===== src/rtl/vga_timing_gen.sv =====
// vga_timing_gen
//   Parametrised raster timing generator. A horizontal counter runs over each
//   line, and a vertical counter advances when the horizontal counter wraps.
//   Sync, data-enable and strobe outputs are decoded from the *next* counter
//   values and registered in the same cycle as the counters. As a result they
//   line up with hcnt/vcnt and do not skew against them.
//
// Ports
//   clk          clock
//   rst          asynchronous active-high reset
//   pix_en       pixel-rate enable; counters advance only when high
//   resync       synchronous frame restart (outputs go to their reset values)
//   hsync/vsync  sync outputs, active level set by HS_POL / VS_POL
//   de           high inside the active area
//   hcnt/vcnt    current raster position
//   line_start   one-clk strobe when hcnt becomes 0
//   frame_start  one-clk strobe when (hcnt,vcnt) becomes (0,0)
module vga_timing_gen #(
  parameter int   H_ACTIVE = 640,
  parameter int   H_FP     = 16,
  parameter int   H_SYNC   = 96,
  parameter int   H_BP     = 48,
  parameter int   V_ACTIVE = 480,
  parameter int   V_FP     = 10,
  parameter int   V_SYNC   = 2,
  parameter int   V_BP     = 33,
  parameter logic HS_POL   = 1'b0,
  parameter logic VS_POL   = 1'b0,
  parameter int   CW       = 11
) (
  input  logic          clk,
  input  logic          rst,
  input  logic          pix_en,
  input  logic          resync,
  output logic          hsync,
  output logic          vsync,
  output logic          de,
  output logic [CW-1:0] hcnt,
  output logic [CW-1:0] vcnt,
  output logic          line_start,
  output logic          frame_start
);

  localparam int H_TOTAL = H_ACTIVE + H_FP + H_SYNC + H_BP;
  localparam int V_TOTAL = V_ACTIVE + V_FP + V_SYNC + V_BP;

  localparam logic [CW-1:0] ZERO_C    = {CW{1'b0}};
  localparam logic [CW-1:0] ONE_C     = {{(CW-1){1'b0}}, 1'b1};
  localparam logic [CW-1:0] H_LAST_C  = CW'(H_TOTAL - 1);
  localparam logic [CW-1:0] V_LAST_C  = CW'(V_TOTAL - 1);
  localparam logic [CW-1:0] H_ACT_C   = CW'(H_ACTIVE);
  localparam logic [CW-1:0] V_ACT_C   = CW'(V_ACTIVE);
  // Sync windows are [start, end) so the end value stays below 2^CW.
  localparam logic [CW-1:0] H_SS_C    = CW'(H_ACTIVE + H_FP);
  localparam logic [CW-1:0] H_SE_C    = CW'(H_ACTIVE + H_FP + H_SYNC);
  localparam logic [CW-1:0] V_SS_C    = CW'(V_ACTIVE + V_FP);
  localparam logic [CW-1:0] V_SE_C    = CW'(V_ACTIVE + V_FP + V_SYNC);

  // True when pos lies in the half-open window [lo, hi).
  function automatic logic in_window(input logic [CW-1:0] pos,
                                     input logic [CW-1:0] lo,
                                     input logic [CW-1:0] hi);
    return (pos >= lo) && (pos < hi);
  endfunction

  logic          h_wrap_s;
  logic [CW-1:0] h_nxt_s;
  logic [CW-1:0] v_nxt_s;
  logic          de_nxt_s;
  logic          hsync_nxt_s;
  logic          vsync_nxt_s;
  logic          line_nxt_s;
  logic          frame_nxt_s;

  // Next raster position and the output decode for that position.
  always_comb begin
    h_wrap_s    = (hcnt == H_LAST_C);
    h_nxt_s     = hcnt;
    v_nxt_s     = vcnt;
    hsync_nxt_s = ~HS_POL;
    vsync_nxt_s = ~VS_POL;

    if (h_wrap_s) begin
      h_nxt_s = ZERO_C;
      if (vcnt == V_LAST_C) begin
        v_nxt_s = ZERO_C;
      end else begin
        v_nxt_s = vcnt + ONE_C;
      end
    end else begin
      h_nxt_s = hcnt + ONE_C;
      v_nxt_s = vcnt;
    end

    de_nxt_s = (h_nxt_s < H_ACT_C) && (v_nxt_s < V_ACT_C);

    if (in_window(h_nxt_s, H_SS_C, H_SE_C)) begin
      hsync_nxt_s = HS_POL;
    end else begin
      hsync_nxt_s = ~HS_POL;
    end

    if (in_window(v_nxt_s, V_SS_C, V_SE_C)) begin
      vsync_nxt_s = VS_POL;
    end else begin
      vsync_nxt_s = ~VS_POL;
    end

    line_nxt_s  = (h_nxt_s == ZERO_C);
    frame_nxt_s = (h_nxt_s == ZERO_C) && (v_nxt_s == ZERO_C);
  end

  // Counter and output registers. Reset and resync both park the raster on
  // its last position, so the first enabled edge lands on (0,0) and fires
  // frame_start.
  always_ff @(posedge clk or posedge rst) begin
    if (rst) begin
      hcnt        <= H_LAST_C;
      vcnt        <= V_LAST_C;
      de          <= 1'b0;
      hsync       <= ~HS_POL;
      vsync       <= ~VS_POL;
      line_start  <= 1'b0;
      frame_start <= 1'b0;
    end else if (resync) begin
      hcnt        <= H_LAST_C;
      vcnt        <= V_LAST_C;
      de          <= 1'b0;
      hsync       <= ~HS_POL;
      vsync       <= ~VS_POL;
      line_start  <= 1'b0;
      frame_start <= 1'b0;
    end else if (pix_en) begin
      hcnt        <= h_nxt_s;
      vcnt        <= v_nxt_s;
      de          <= de_nxt_s;
      hsync       <= hsync_nxt_s;
      vsync       <= vsync_nxt_s;
      line_start  <= line_nxt_s;
      frame_start <= frame_nxt_s;
    end else begin
      // Position holds; strobes last exactly one clk.
      line_start  <= 1'b0;
      frame_start <= 1'b0;
    end
  end

endmodule


===== config.mk =====
export PLATFORM = sky130hd
export DESIGN_NAME = vga_timing_gen
export DESIGN_NICKNAME = d
export VERILOG_FILES = /design/src/rtl/vga_timing_gen.sv
export SDC_FILE = /design/constraint.sdc
export NUM_CORES = 1
export LEC_CHECK = 0
export BUFFER_PORTS_ARGS = -buffer_cell sky130_fd_sc_hd__buf_4
export CAP_MARGIN = 20
export CORE_UTILIZATION = 61
export CTS_CLUSTER_SIZE = 16
export DETAILED_ROUTE_END_ITERATION = 8
export PLACE_DENSITY = 0.82
export SYNTH_ARGS = -nofsm -noshare
export SYNTH_HDL_FRONTEND = slang
export SYNTH_SLANG_ARGS = --single-unit
export TNS_END_PERCENT = 50

===== constraint.sdc =====
create_clock -name clk -period 5.4 [get_ports clk]
set_clock_uncertainty 0.1 [all_clocks]
set_input_delay 1.35 -clock clk [delete_from_list [all_inputs] [get_ports clk]]
set_output_delay 1.35 -clock clk [all_outputs]
set_load 0.01 [all_outputs]

==> summary.md, run 1 <==
| Metric | Value |
|---|---|
| Slew Limit Headroom | 32.99% |
| Crit share post-route | 62.54% |
| Min-delay worst type | reg -> reg |
| P&R area growth vs syn | 11.76% |
| Area leader, netlist | dfrtp_1 |
| Asr flop ratio synth | 100.0% |
| Non-filler cells, final | 298 |
| Share of cells above drive strength 1 | 21.26% |
| Crit path kind | reg -> reg |
| Worst path required time | 5570 ps |
| CTS buffer count | 3 |
| Critical path peak fanout | 12 |
| Dpl ws | 2101 ps |
| Avg WL per Cell | 16.26 µm |
| Pin slew with the least headroom to its limit | 997.4 ps |
| Register area share after synthesis | 34.35% |
| Antenna diodes | 0 |
| ANT nets after route | 0 |
| Clock tree root buffer cell | clkbuf_4 |
| Hpwl dp | 3.311 mm |
| Post-Syn Area | 0.002011 mm² |
| Die area | 0.003530 mm² |
| Crit start category | register |
| Core Rows | 20 |
| Die Ht | 59.41 µm |
| CTS Sinks | 27 |
| Min Tclk post-route | 3377 ps |
| Post-layout nets | 262 |
| Max Clock Freq | 0.2961 GHz |
| Ports | 31 |
| Ys flop type | dfrtp_1 |
| Gpl congestion | 0.9276 |
| Outcome | finished, final reports clean |
| Share of the synthesized area in the top cell type | 18.67% |
| Hold-fix buffers, CTS | 0 |
| Initial Util | 65.33% |
| PnR worst setup slack | 2023 ps |
| First-pass GRT wire length | 7.935 mm |
| Worst skew pair latency | 330 ps |
| Setup TNS | 0 ps |
| Pre-antenna DRT Iters | 5 |
| DRT iter0 DRCs | 134 |
| Mapped Cells | 241 |
| Gr usage total | 29.62% |
| GRT Residual Overflow | 0 |
| Final Setup Violations | 0 |
| Core box area | 0.003078 mm² |
| CP arrival | 3550 ps |
| Fin util | 73.01% |
| Depth of the CTS H-tree | 1 |
| Vias | 1881 |
| # fillers | 248 |
| Max_cap viols | 0 |
| Syn_nets | 248 |
| Crit path capture type | register |
| Syn avg cell area | 8.343 µm² |
| Routed WL | 4.846 mm |
| Pins Over Slew Limit | 0 |
| RSZ-0062 raised after global routing | false |
| Clock transition at path regs | 150 ps |
| Postcts setup bufs | 0 |
| Syn. warnings | 0 |
| Total power draw | 0.5432 mW |
| Pwr Density | 241.7 mW/mm² |
| DP Cell Count | 293 |
| Flops & latches, synth | 27 |
| Clock Tree Buf Depth | 2 |
| Initial antenna violation count | 0 |
| Maximum vdd drop | 0.0001886 V |
| P_leak | 0.9171 nW |
| Vias in the first global route | 1650 |
| Yosys cell types | 58 |
| Largest net degree at the start of global routing | 28 |
| Average vias per placed instance | 6.312 |
| Top post-synthesis cells by area | dfrtp_1 19%, dfstp_2 16%, nor2_1 5.2%, xnor2_1 5.2%, o21ai_0 3.7% |
| Die width | 59.41 µm |
| Number of flops mapped to enable cells by yosys | 0 |
| Cts repair resizes | 0 |
| Port-buffer cells | 30 |
| Hold Vio Cnt, Final | 0 |
| TritonCTS clock tree | done |
| # DRC | 0 |
-- critical path, stage by stage (launching register included) --
cell     delay (ps)
dfstp_2         620
ha_1            340
nand4_4         220
nor3_1          860
nand2_1         430
or4_1           590
a21oi_1         160
-- report_power, final --
group	internal (mW)	total (mW)	switching (mW)
clock network	0.0279	0.0890	0.0612
registers	0.223	0.255	0.0324
logic	0.0816	0.199	0.117
total	0.332	0.543	0.211
-- sequential cells by signal (all words and copies together) (netlist names) --
signal and flops:
line_start 1, hsync 1, frame_start 1, de 1
vcnt 11, hcnt 11, vsync 1
-- layout by cell type, fill, tap and decap left out, types with 2 or more instances in the layout --
master     instances
nand2b_1           2
nor2_1            28
nor3b_1            3
inv_1              7
xnor2_1           12
a31oi_1            2
buf_4             30
xor2_1             6
dfrtp_1           15
ha_1               3
or4_1              2
nand3_1           12
o21ai_0           15
nor3_1             8
and4_1             2
o221ai_1           2
nor4_2             2
a211o_1            2
a21oi_1           10
dfstp_2           12
clkbuf_4           3
nand4bb_1          2
mux2i_1            2
o31ai_1            3
or3_1              2
nand4_1            7
and3_1             7
nand2_1           19
o311ai_0           3
and4bb_2           2
nor4_1             3
-- layer usage --
metal | part of all wire [%] | vias to the layer above | track usage [%]
li1 | - | 910 | -
met3 | 7.4 | 7 | 4.585
met1 | 46 | 866 | 44.70
met4 | 1.2 | 0 | 12.93
met5 | 0 | - | 0
met2 | 46 | 98 | 41.09
-- worst paths after layout --
kind	start	to	slack, ps	depth (start not counted)
worst max-delay path	hcnt[0]	vcnt[4]	2020	6
worst min-delay path	de	de	460	1
worst max register to register	hcnt[0]	vcnt[4]	2020	6
worst min register to register	de	de	460	1
max in group asynchronous	rst	hsync	3750	3
min in group asynchronous	rst	hcnt[5]	920	2
-- stage by stage --
| stage | hold WS [ps] | cell area (µm²) |
|---|---|---|
| floorplan | 453.0 | 2011 |
| global route | 497.1 | 2247 |
| finish | 455.2 | 2247 |
| global placement | 419.9 | 2192 |
| detailed placement | 425.6 | 2192 |
| CTS | 461.6 | 2220 |
-- logic make-up (layout without fill, tap and decap cells) --
kind of cell,count (synthesis),count (layout),share of synthesized area (%)
and+or+nand+nor,110,110,31.05
AOI/OAI and AO/OA,51,51,17.49
buffers and inverters,30,43,6.409
DFF,27,27,34.35
xor gates and xnor gates,18,18,7.841
adders and majority gates,3,3,1.867
muxes,2,2,0.9957
-- final cells by class --
type | count | area (µm²) | area share (%)
Multi-Input combinational cell | 184 | 1191 | 53.01
Timing Repair Buffer | 31 | 252.7 | 11.25
Clock inverter | 1 | 5.005 | 0.2227
Tap cell | 44 | 55.05 | 2.450
Inverter | 8 | 30.03 | 1.336
Sequential cell | 27 | 690.7 | 30.73
Clock buffer | 3 | 22.52 | 1.002
-- cells in the mapped netlist, types with 3 or more instances --
library cell / n
inv_1: 7
nand3_1: 12
nor3b_1: 3
clkbuf_1: 11
buf_2: 6
nor2_1: 28
a21oi_1: 10
nand2_1: 19
and3_1: 7
nor4_1: 3
o31ai_1: 3
o311ai_0: 3
nor3_1: 8
o21ai_0: 15
xor2_1: 6
xnor2_1: 12
dfstp_2: 12
ha_1: 3
nand4_1: 7
dfrtp_1: 15
(Power assumes the default switching activity.)
==> run 2, diff against run 1 <==
--- a/config.mk
+++ b/config.mk
@@ -7,10 +7,10 @@
 export LEC_CHECK = 0
 export BUFFER_PORTS_ARGS = -buffer_cell sky130_fd_sc_hd__buf_4
 export CAP_MARGIN = 20
-export CORE_UTILIZATION = 61
+export CORE_UTILIZATION = 51
 export CTS_CLUSTER_SIZE = 16
 export DETAILED_ROUTE_END_ITERATION = 8
-export PLACE_DENSITY = 0.82
+export PLACE_DENSITY = 0.73
 export SYNTH_ARGS = -nofsm -noshare
 export SYNTH_HDL_FRONTEND = slang
 export SYNTH_SLANG_ARGS = --single-unit
==> constraint.sdc (replaced) <==
create_clock -name clk -period 2.95 [get_ports clk]
set_clock_uncertainty 0.1 [all_clocks]
set_input_delay 0.7375 -clock clk [delete_from_list [all_inputs] [get_ports clk]]
set_output_delay 0.7375 -clock clk [all_outputs]
set_load 0.01 [all_outputs]
==> summary.md, run 2 (synthesis gave the netlist of run 1 again) <==
| Metric | Value |
|---|---|
| Largest net degree at the start of global routing | 28 |
| Clock tree root buffer cell | clkbuf_8 |
| Pin slew with the least headroom to its limit | 479.4 ps |
| Antenna diodes | 0 |
| P_leak | 0.9527 nW |
| Most frequent cells in the layout | 38 x buf_4, 28 x nor2_1, 19 x nand2_1 |
| Biggest regs | hcnt (11), vcnt (11) |
| Maximum vdd drop | 0.0002451 V |
| Critical path peak fanout | 10 |
| Pins Over Slew Limit | 0 |
| Pwr Density | 465.7 mW/mm² |
| Crit start category | register |
| Non-filler cells, final | 309 |
| Depth of the CTS H-tree | 1 |
| Outcome | finished, final reports clean |
| Die width | 64.79 µm |
| Hpwl dp | 3.579 mm |
| DRT iter0 DRCs | 160 |
| RSZ-0062 raised after global routing | false |
| Slowest cell on crit path | dfstp_2 |
| Slew Limit Headroom | 67.62% |
| Crit share post-route | 90.24% |
| Ports | 31 |
| Core box area | 0.003716 mm² |
| Commonest non-fill, non-tap cell in the layout | buf_4 |
| Die Ht | 64.79 µm |
| Crit path capture type | register |
| Worst skew pair latency | 280 ps |
| Design area | 0.002303 mm² |
| Port-buffer cells | 30 |
| Vias | 1877 |
| Hold Vio Cnt, Final | 0 |
| Gpl congestion | 0.9350 |
| Die area | 0.004198 mm² |
| Max Clock Freq | 0.3757 GHz |
| CP Cell Sequence | ha_1 -> nand4_4 -> or4b_4 -> or3_1 -> o31a_1 -> a21oi_1 -> o2111a_1 |
| R2R cell count | 7 |
| Clock Tree Buf Depth | 2 |
| Total power draw | 1.073 mW |
| Critical Path Stages | 7 |
| First-pass GRT wire length | 8.445 mm |
| TritonCTS clock tree | done |
| Cts repair resizes | 0 |
| GRT Residual Overflow | 0 |
| Clock transition at path regs | 100 ps |
| CTS buffer count | 3 |
| Avg WL per Cell | 16.53 µm |
| Max_cap viols | 0 |
| Buf/Inv on CP | 0 |
| Setup TNS | 0 ps |
| Average vias per placed instance | 6.074 |
| Area after DPL | 0.002257 mm² |
| Routed WL | 5.108 mm |
| CTS Sinks | 27 |
| Final Setup Violations | 0 |
| Vias in the first global route | 1674 |
| Share of cells above drive strength 1 | 23.37% |
| Post-layout nets | 269 |
| Initial Util | 54.11% |
| CP arrival | 2790 ps |
| # DRC | 0 |
| CP top delay family | simple AND/OR/NAND/NOR gates |
| DP Cell Count | 305 |
| P&R area growth vs syn | 14.56% |
| Initial antenna violation count | 0 |
| Min Tclk post-route | 2662 ps |
| Core Rows | 22 |
| Gr usage total | 26.01% |
| Hold-fix buffers, CTS | 0 |
| Pre-antenna DRT Iters | 6 |
| Worst path required time | 3080 ps |
| CP peak stage delay | 610 ps |
| Crit path kind | reg -> reg |
| Postcts setup bufs | 0 |
| ANT nets after route | 0 |
| Min-delay worst type | in -> async |
## run 2: changes by cell type in the layout (fill, tap and decap cells not counted)
cell,delta
buf_16,-1
buf_4,+8
clkbuf_8,+3
clkbuf_4,-3
## run 2: through the flow
step	hold slack, ps	utilization (%)	worst slack (ps)
after floorplan	453.0	-	386.9
after global placement	472.5	60.74	378.8
after detailed placement	464.5	60.74	335.0
after CTS	408.5	61.99	313.6
after global routing	443.3	61.99	144.2
final	405.2	61.99	288.1
## run 2: worst register-to-register path: cells and delay by family, from the launching register on
family	cells	cell delay, ps
simple gates	3	1130
flops	1	610
fa+ha+maj	1	240
compound gates	3	530
## run 2: path summary, 6_finish.rpt
| path | slack, ps | startpoint | endpoint |
|---|---|---|---|
| hold / removal | 410 | rst | vcnt[1] |
| hold reg to reg | 490 | hcnt[1] | hcnt[1] |
| setup / recovery | 290 | hcnt[0] | frame_start |
| setup reg to reg | 290 | hcnt[0] | frame_start |
| min in group clk | 490 | hcnt[1] | hcnt[1] |
| max in group asynchronous | 2040 | rst | hsync |
## run 2: cell type report
| class | instances | area, µm² |
|---|---|---|
| fillers | 358 | 1413 |
| multi-input cells | 184 | 1191 |
| flip-flops and latches | 27 | 690.7 |
| repair buffers | 38 | 285.3 |
| well taps | 48 | 60.06 |
| clock buffers | 3 | 41.29 |
| inverters | 8 | 30.03 |
| clock inverters | 1 | 5.005 |
## run 2: power by group
part / switching, mW / leakage [nW] / internal [mW] / total [mW]
clock: 0.124 / 0.0255 / 0.0951 / 0.219
combinational: 0.225 / 0.592 / 0.167 / 0.392
sequential: 0.0539 / 0.335 / 0.408 / 0.462
total: 0.403 / 0.953 / 0.669 / 1.07
## run 2: routing by layer
layer	up-vias	global-route usage [%]	share of wire (%)
met2	73	38.93	43
li1	919	-	-
met1	881	39.21	48
met3	4	3.345	7.3
met4	0	6.111	0.84
met5	-	0	0
==> run 3, diff against run 2 <==
--- a/config.mk
+++ b/config.mk
@@ -10,6 +10,7 @@
 export CORE_UTILIZATION = 51
 export CTS_CLUSTER_SIZE = 16
 export DETAILED_ROUTE_END_ITERATION = 8
+export MAX_ROUTING_LAYER = met4
 export PLACE_DENSITY = 0.73
 export SYNTH_ARGS = -nofsm -noshare
 export SYNTH_HDL_FRONTEND = slang
==> summary.md, run 3 (synthesis gave the netlist of run 1 again) <==
| Metric | Value |
|---|---|
| # fillers | 351 |
| Hold Vio Cnt, Final | 0 |
| Hold-fix buffers, CTS | 0 |
| Gr usage total | 27.02% |
| GRT Residual Overflow | 0 |
| Clock Tree Buf Depth | 2 |
| Pre-antenna DRT Iters | 4 |
| Die area | 0.004198 mm² |
| Dpl ws | 328.6 ps |
| Clk pwr share | 20.5% |
| ANT nets after route | 0 |
| Maximum vdd drop | 0.0002924 V |
| CTS buffer count | 3 |
| CP arrival | 2810 ps |
| Share of cells above drive strength 1 | 22.99% |
| Cts repair resizes | 0 |
| P_leak | 0.9492 nW |
| Pin slew with the least headroom to its limit | 391.0 ps |
| Most frequent cells in the layout | 38 x buf_4, 28 x nor2_1, 19 x nand2_1 |
| Postcts setup bufs | 0 |
| Switching share of power | 37.47% |
| Total power draw | 1.071 mW |
| Core Rows | 22 |
| Worst skew pair latency | 280 ps |
| Depth of the CTS H-tree | 1 |
| Gpl congestion | 0.9020 |
| Crit path kind | reg -> reg |
| Average vias per placed instance | 6.071 |
| Crit start category | register |
| PnR worst setup slack | 256.4 ps |
| Min-delay worst type | in -> async |
| Internal power | 0.6699 mW |
| Clock tree root buffer cell | clkbuf_8 |
| Antenna diodes | 0 |
| Logic pwr share | 36.7% |
| Commonest non-fill, non-tap cell in the layout | buf_4 |
| Core box area | 0.003716 mm² |
| Final Setup Violations | 0 |
| Reg2Reg Setup Slack | 260 ps |
| Biggest regs | hcnt (11), vcnt (11) |
| Routed WL | 5.098 mm |
| Net Switching | 0.4014 mW |
| Max_cap viols | 0 |
| Critical R2R Launch | hcnt[0] |
| Vias in the first global route | 1688 |
| Hpwl dp | 3.613 mm |
| Flop pwr share | 42.8% |
| Initial Util | 54.11% |
| Critical path peak fanout | 10 |
| Port-buffer cells | 30 |
| First-pass GRT wire length | 8.507 mm |
| Largest net degree at the start of global routing | 28 |
| Avg WL per Cell | 16.50 µm |
| Crit path capture type | register |
| Die Ht | 64.79 µm |
| Pins Over Slew Limit | 0 |
| # DRC | 0 |
| Max Clock Freq | 0.3713 GHz |
| Die width | 64.79 µm |
| Pwr Density | 465.3 mW/mm² |
| Min Tclk post-route | 2694 ps |
| DP Cell Count | 305 |
| Setup TNS | 0 ps |
| Worst path required time | 3070 ps |
| Vias | 1876 |
| Non-filler cells, final | 309 |
| Initial antenna violation count | 0 |
| Critical Path Start | hcnt[0] |
| Clock transition at path regs | 100 ps |
| Crit share post-route | 91.31% |
| CTS Sinks | 27 |
| Ports | 31 |
| TritonCTS clock tree | done |
| Slew Limit Headroom | 73.18% |
| DRT iter0 DRCs | 164 |
| Outcome | finished, final reports clean |
| P&R area growth vs syn | 14.50% |
| Post-layout nets | 269 |
| RSZ-0062 raised after global routing | false |
## run 3: worst paths after layout
| check | endpoint | cells after the start |
|---|---|---|
| min in group clk | de | 1 |
| worst max-delay path | frame_start | 7 |
| worst max register to register | frame_start | 7 |
| max in group asynchronous | hsync | 3 |
| worst min register to register | de | 1 |
| worst min-delay path | hcnt[10] | 3 |
## run 3: cell type report
type                    instances  area (µm²)  share of cell area [%]
well taps                      48       60.06                   2.609
flip-flops and latches         27       690.7                   30.00
inverters                       8       30.03                   1.304
repair buffers                 38       285.3                   12.39
multi-input cells             184        1191                   51.74
clock buffers                   4       45.04                   1.957
## run 3: metrics by stage
step | hold WS [ps] | instance area [µm²] | utilization, %
2_1_floorplan | 453.0 | 2011 | -
3_3_place_gp | 438.3 | 2257 | 60.74
3_5_place_dp | 423.1 | 2257 | 60.74
4_1_cts | 421.7 | 2302 | 61.95
5_1_grt | 475.5 | 2302 | 61.95
6_report | 415.6 | 2302 | 61.95
## run 3: critical path, stage by stage (launching register included)
cell and delay, ps:
dfstp_2 610, ha_1 230, nand4_4 200, or4b_4 610, or3_1 320, o31a_1 130
a21oi_1 230, o2111a_1 200
## run 3: layer usage
layer / part of all wire, % / GRT usage [%]
met3: 5.6 / 4.401
met1: 50 / 39.91
met4: 0.61 / 4.167
met5: 0 / -
met2: 44 / 39.32
## run 3: power by group through the flow
stage	Clock (mW)	Combinational, mW	Sequential (mW)
finish	0.220	0.393	0.459
global route	0.236	0.439	0.466
CTS	0.228	0.390	0.458
detailed placement	0	0.388	0.464
global placement	0	0.385	0.463
floorplan	0	0.287	0.446
